**src/rtl/apb_pkg.sv**
```systemverilog
// Shared APB definitions: protection attribute type and its bit meanings.
package apb_pkg;

  typedef logic [2:0] prot_t;

  // PPROT[0] privileged, PPROT[1] non-secure, PPROT[2] instruction access
  localparam prot_t PROT_NORMAL      = 3'b000;
  localparam prot_t PROT_PRIVILEGED  = 3'b001;
  localparam prot_t PROT_NONSECURE   = 3'b010;
  localparam prot_t PROT_INSTRUCTION = 3'b100;

endpackage

```
**src/rtl/apb_req_master.sv**
```systemverilog
// APB initiator: turns a valid/ready request port into single APB transfers
// (SETUP then ACCESS) and returns read data / error on a buffered response
// channel. An optional timeout ends ACCESS phases the slave never completes.
//
// Ports
//   clk_i, rst_ni                 clock, asynchronous active-low reset
//   req_valid_i / req_ready_o     request handshake
//   req_addr_i, req_write_i,
//   req_wdata_i, req_strb_i,
//   req_prot_i                    request payload, registered on acceptance
//   rsp_valid_o / rsp_ready_i     response handshake
//   rsp_rdata_o, rsp_err_o,
//   rsp_timeout_o                 response payload (rdata is 0 for writes/timeouts)
//   paddr_o .. pstrb_o, psel_o,
//   penable_o                     APB request side, all from registers/state
//   pready_i, prdata_i, pslverr_i APB response side
module apb_req_master
  import apb_pkg::*;
#(
  parameter int unsigned ADDR_WIDTH     = 32,
  parameter int unsigned DATA_WIDTH     = 32,
  parameter int unsigned TIMEOUT_CYCLES = 0,
  parameter int unsigned STRB_WIDTH     = DATA_WIDTH / 8
) (
  input  logic                  clk_i,
  input  logic                  rst_ni,

  input  logic                  req_valid_i,
  output logic                  req_ready_o,
  input  logic [ADDR_WIDTH-1:0] req_addr_i,
  input  logic                  req_write_i,
  input  logic [DATA_WIDTH-1:0] req_wdata_i,
  input  logic [STRB_WIDTH-1:0] req_strb_i,
  input  logic [2:0]            req_prot_i,

  output logic                  rsp_valid_o,
  input  logic                  rsp_ready_i,
  output logic [DATA_WIDTH-1:0] rsp_rdata_o,
  output logic                  rsp_err_o,
  output logic                  rsp_timeout_o,

  output logic [ADDR_WIDTH-1:0] paddr_o,
  output logic [2:0]            pprot_o,
  output logic                  psel_o,
  output logic                  penable_o,
  output logic                  pwrite_o,
  output logic [DATA_WIDTH-1:0] pwdata_o,
  output logic [STRB_WIDTH-1:0] pstrb_o,
  input  logic                  pready_i,
  input  logic [DATA_WIDTH-1:0] prdata_i,
  input  logic                  pslverr_i
);

  localparam bit          TO_EN   = (TIMEOUT_CYCLES > 0);
  localparam int unsigned CNT_W   = TO_EN ? $clog2(TIMEOUT_CYCLES + 1) : 1;
  localparam int unsigned TO_LAST = TO_EN ? TIMEOUT_CYCLES - 1 : 0;

  typedef enum logic [1:0] {
    IDLE,
    SETUP,
    ACCESS,
    RESP
  } state_e;

  state_e state_q, state_d;

  logic [ADDR_WIDTH-1:0] paddr_q;
  logic                  pwrite_q;
  logic [DATA_WIDTH-1:0] pwdata_q;
  logic [STRB_WIDTH-1:0] pstrb_q;
  prot_t                 pprot_q;

  logic [DATA_WIDTH-1:0] rdata_q;
  logic                  err_q;
  logic                  timeout_q;

  logic [CNT_W-1:0]      cnt_q;

  logic accept;
  logic timeout_hit;

  // Ready in IDLE, or in RESP when the pending response leaves this cycle.
  assign req_ready_o = (state_q == IDLE) || ((state_q == RESP) && rsp_ready_i);
  assign accept      = req_valid_i && req_ready_o;

  // Last permitted ACCESS cycle; pready_i in the same cycle still wins.
  assign timeout_hit = TO_EN && (cnt_q == CNT_W'(TO_LAST));

  always_ff @(posedge clk_i or negedge rst_ni) begin
    if (!rst_ni) begin
      state_q <= IDLE;
    end else begin
      state_q <= state_d;
    end
  end

  always_comb begin
    state_d     = state_q;
    psel_o      = 1'b0;
    penable_o   = 1'b0;
    rsp_valid_o = 1'b0;
    unique case (state_q)
      IDLE: begin
        if (accept) state_d = SETUP;
      end
      SETUP: begin
        psel_o  = 1'b1;
        state_d = ACCESS;
      end
      ACCESS: begin
        psel_o    = 1'b1;
        penable_o = 1'b1;
        if (pready_i || timeout_hit) state_d = RESP;
      end
      RESP: begin
        rsp_valid_o = 1'b1;
        if (rsp_ready_i) state_d = accept ? SETUP : IDLE;
      end
      default: state_d = IDLE;
    endcase
  end

  // Request payload: only loaded on acceptance, so it stays stable through
  // SETUP/ACCESS and keeps its last value afterwards.
  always_ff @(posedge clk_i or negedge rst_ni) begin
    if (!rst_ni) begin
      paddr_q  <= '0;
      pwrite_q <= 1'b0;
      pwdata_q <= '0;
      pstrb_q  <= '0;
      pprot_q  <= '0;
    end else if (accept) begin
      paddr_q  <= req_addr_i;
      pwrite_q <= req_write_i;
      pwdata_q <= req_wdata_i;
      pstrb_q  <= req_strb_i;
      pprot_q  <= req_prot_i;
    end
  end

  always_ff @(posedge clk_i or negedge rst_ni) begin
    if (!rst_ni) begin
      rdata_q   <= '0;
      err_q     <= 1'b0;
      timeout_q <= 1'b0;
    end else if (state_q == ACCESS) begin
      if (pready_i) begin
        rdata_q   <= pwrite_q ? '0 : prdata_i;
        err_q     <= pslverr_i;
        timeout_q <= 1'b0;
      end else if (timeout_hit) begin
        rdata_q   <= '0;
        err_q     <= 1'b1;
        timeout_q <= 1'b1;
      end
    end
  end

  // Counts ACCESS cycles without pready_i; zeroed in SETUP, saturating.
  always_ff @(posedge clk_i or negedge rst_ni) begin
    if (!rst_ni) begin
      cnt_q <= '0;
    end else if (state_q == SETUP) begin
      cnt_q <= '0;
    end else if ((state_q == ACCESS) && !pready_i && (cnt_q != '1)) begin
      cnt_q <= cnt_q + 1'b1;
    end
  end

  assign paddr_o       = paddr_q;
  assign pwrite_o      = pwrite_q;
  assign pwdata_o      = pwdata_q;
  assign pstrb_o       = pstrb_q;
  assign pprot_o       = pprot_q;
  assign rsp_rdata_o   = rdata_q;
  assign rsp_err_o     = err_q;
  assign rsp_timeout_o = timeout_q;

endmodule

```
**config.mk**
```make
export PLATFORM = sky130hd
export DESIGN_NAME = apb_req_master
export DESIGN_NICKNAME = d
export VERILOG_FILES = /design/src/rtl/apb_pkg.sv /design/src/rtl/apb_req_master.sv
export SDC_FILE = /design/constraint.sdc
export NUM_CORES = 1
export LEC_CHECK = 0
export CAP_MARGIN = 20
export CORE_ASPECT_RATIO = 0.6
export CORE_UTILIZATION = 36
export CTS_CLUSTER_DIAMETER = 50
export DETAILED_ROUTE_END_ITERATION = 6
export GPL_TIMING_DRIVEN = 0
export HOLD_SLACK_MARGIN = 0.06
export PLACE_DENSITY_LB_ADDON = 0.12
export SYNTH_ARGS = -nofsm -noshare
export SYNTH_HDL_FRONTEND = slang
export SYNTH_SLANG_ARGS = --single-unit
export TNS_END_PERCENT = 30
```
**constraint.sdc**
```tcl
create_clock -name clk_i -period 1.7 [get_ports clk_i]
set_input_delay 0.34 -clock clk_i [delete_from_list [all_inputs] [get_ports clk_i]]
set_output_delay 0.34 -clock clk_i [all_outputs]
set_load 0.02 [all_outputs]
```
==> run metrics <==
most common cell after layout, fill and taps aside=clkdlybuf4s50_1; I/O Pins=220; Cell Pwr Density=1940 nW/um^2; # diodes=0; Data required, critical path=1.36 ns; WL final=10,900 um; clock latency on the worst-skew pair=0.34 ns; RD Place Congestion=0.757; CP arrival=1.37 ns; most frequent cells in the layout=clkdlybuf4s50_1, dfrtp_1, mux2_2, nand2_1; Final setup viols=1; Worst R2R End=paddr_o[22]; Reg clk slew, reported paths=0.07 ns; CTS buffer count=9; Final Critical Period=1.71 ns; RSZ-0062 raised after global routing=true; largest net degree at the start of global routing=55; CTS tree=yes; Synth Cell Area=4300 um^2; PnR worst setup slack=-0.0111 ns; Area growth, synth to finish=65.7%; clk root buf=clkbuf_16; Final #Nets=660; setup TNS=-0.0111 ns; internal cell power=8.80 mW; global-route wire length before repair=16,700 um; DRC=0; Reg power frac=0.323; WP depth=3; TritonRoute pass-1 iters=4; Synthesized Nets=428; slowest cell on the critical path=dfrtp_1; Synth Area per Inst=13.7 um^2; core area=11,500 um^2; actual slew at the worst max-slew pin=0.699 ns; remaining antenna violation count=0; Reg2Reg Depth=5; final period utilization=1.01; Inst Count DP=693; buffers and inverters on the worst path=1; max-cap check violation count=0; vias per cell=4.52; remaining global-route overflow=0; combinational fraction of design power=0.535; crit path cell chain=ha_2, a21o_4, buf_6; CTS hold repair buffers=0; post-synthesis sequential area ratio=0.622; synthesized flop and latch total=107; switching part of the total=0.363; Std-Cell Rows=30; type of origin of the critical path=flip-flop; Initial Utilization=0.375; pre-CTS WS=-0.285 ns; failing checks=setup timing; Net Sw Power=5.02 mW; gr usage total=0.178; Clock Sinks=107; Final Power=13.8 mW; CTS max path bufs=2; Worst Path Max Fanout=4; WL per Instance=15.3 um; multi-input logic area=1490 um^2; initial antenna violation count=0; IO buf count=218; Leak=3.21 nW; worst IR drop on VDD=913 uV; Crit Path Class=reg2out; Mapped Cells=314; final hold violations=0; Final Max Slew Viols=0; crit end category=output pin; HPWL after detailed placement=8230 um; clock skew=0.00830 ns; status=finished, violations left; register area=2680 um^2; DRT iter0 DRCs=65; Final Non-Filler Cells=710; top cell family by delay on the critical path=flip-flops; via count=3,212; Worst R2R Start=state_q[1]; r2r setup slk=0 ns; Netlist cell types=21; fmax=584 MHz; CP peak stage delay=0.42 ns; H-Tree Depth=3; die width=143 um; vias in the first global route=3,261; share of post-route cells with drive strength above 1=0.213; Fill cells=909; Slew Limit Headroom=0.534; Die H=86.7 um; Clk pwr share=0.141; Synth warnings=0; DIE AREA=12,400 um^2; hold crit path type=in2async
[final cells by class]
| class | count | area share |
|---|---|---|
| plain buffers | 18 | 0.0309 |
| clock buffers | 10 | 0.0335 |
| clock inverters | 5 | 0.00526 |
| multi-input cells | 186 | 0.209 |
| flip-flops and latches | 107 | 0.375 |
| repair buffers | 221 | 0.316 |
| inverters | 3 | 0.00158 |
| well taps | 160 | 0.0281 |
[worst max-delay path by stage]
stage | start | endpoint | slack, ns
after global placement | rst_ni | paddr_o[8] | -3.75
after floorplan | state_q[1] | paddr_o[19] | 0.01
after detailed placement | rsp_ready_i | req_ready_o | -0.28
after global routing | state_q[1] | req_ready_o | -0.06
after CTS | state_q[1] | req_ready_o | -0.01
final | state_q[1] | req_ready_o | -0.01
[logic make-up after synthesis]
logic type | Yosys count | synth area share
buffers and inverters | 21 | 0.0363
multiplexers | 74 | 0.199
other | 1 | 0.000872
AND/OR/NAND/NOR | 71 | 0.0843
adder cells (fa/ha/maj) | 4 | 0.0116
flip-flops | 107 | 0.622
AO/OA/AOI/OAI | 36 | 0.0457
[timing repair]
item                       4_1_cts  5_1_grt
pin swaps                        0        0
resized for setup               31       24
setup endpoints to repair       97       89
buffers inserted                 2        0
[sequential cells by signal, indices dropped and copies added (netlist names)]
register / cells
paddr_o: 32
rsp_rdata_o: 32
pstrb_o: 4
state_q: 2
pwdata_o: 32
pprot_o: 3
rsp_err_o: 1
pwrite_o: 1
[Yosys cell counts]
master | count | area share
mux2_2 | 68 | 0.18
nor3_1 | 1 | 0.0012
conb_1 | 1 | 0.00087
o211ai_1 | 1 | 0.0017
mux2_4 | 6 | 0.021
clkbuf_1 | 7 | 0.0061
o41a_1 | 1 | 0.0026
buf_2 | 3 | 0.0035
dfrtp_1 | 107 | 0.62
buf_4 | 1 | 0.0017
o21ai_0 | 32 | 0.037
nor2_1 | 1 | 0.00087
inv_1 | 3 | 0.0026
nor2b_1 | 3 | 0.0044
a41oi_1 | 1 | 0.0020
nand2_4 | 1 | 0.0026
a21o_2 | 1 | 0.0020
nand2b_1 | 32 | 0.047
clkbuf_8 | 7 | 0.022
nand2_1 | 33 | 0.029
ha_1 | 4 | 0.012
[stage by stage]
step / hold slack [ns] / instance area (um^2) / utilization
after floorplan: 0.0444 / 4310 / -
after global placement: 0.464 / 6690 / 0.582
after detailed placement: 0.439 / 6710 / 0.584
after CTS: 0.0686 / 7080 / 0.616
after global routing: 0.0921 / 7130 / 0.621
final: 0.0400 / 7130 / 0.621
[routing by layer]
metal  GRT usage  vias to the layer above  wire, um
li1            -                     1516         -
met1       0.214                     1559      4560
met2       0.295                      126      5110
met3      0.0757                       11      1100
met4      0.0440                        0        97
met5           0                        -         0
[power groups by stage]
stage	logic, mW	registers (mW)	clock network, mW
finish	7.40	4.47	1.95
global route	7.86	4.63	2.12
CTS	7.50	4.49	2.02
detailed placement	7.34	4.53	0
global placement	7.21	4.46	0
floorplan	2.30	6.02	0
Power figures use the tool's default switching activity.
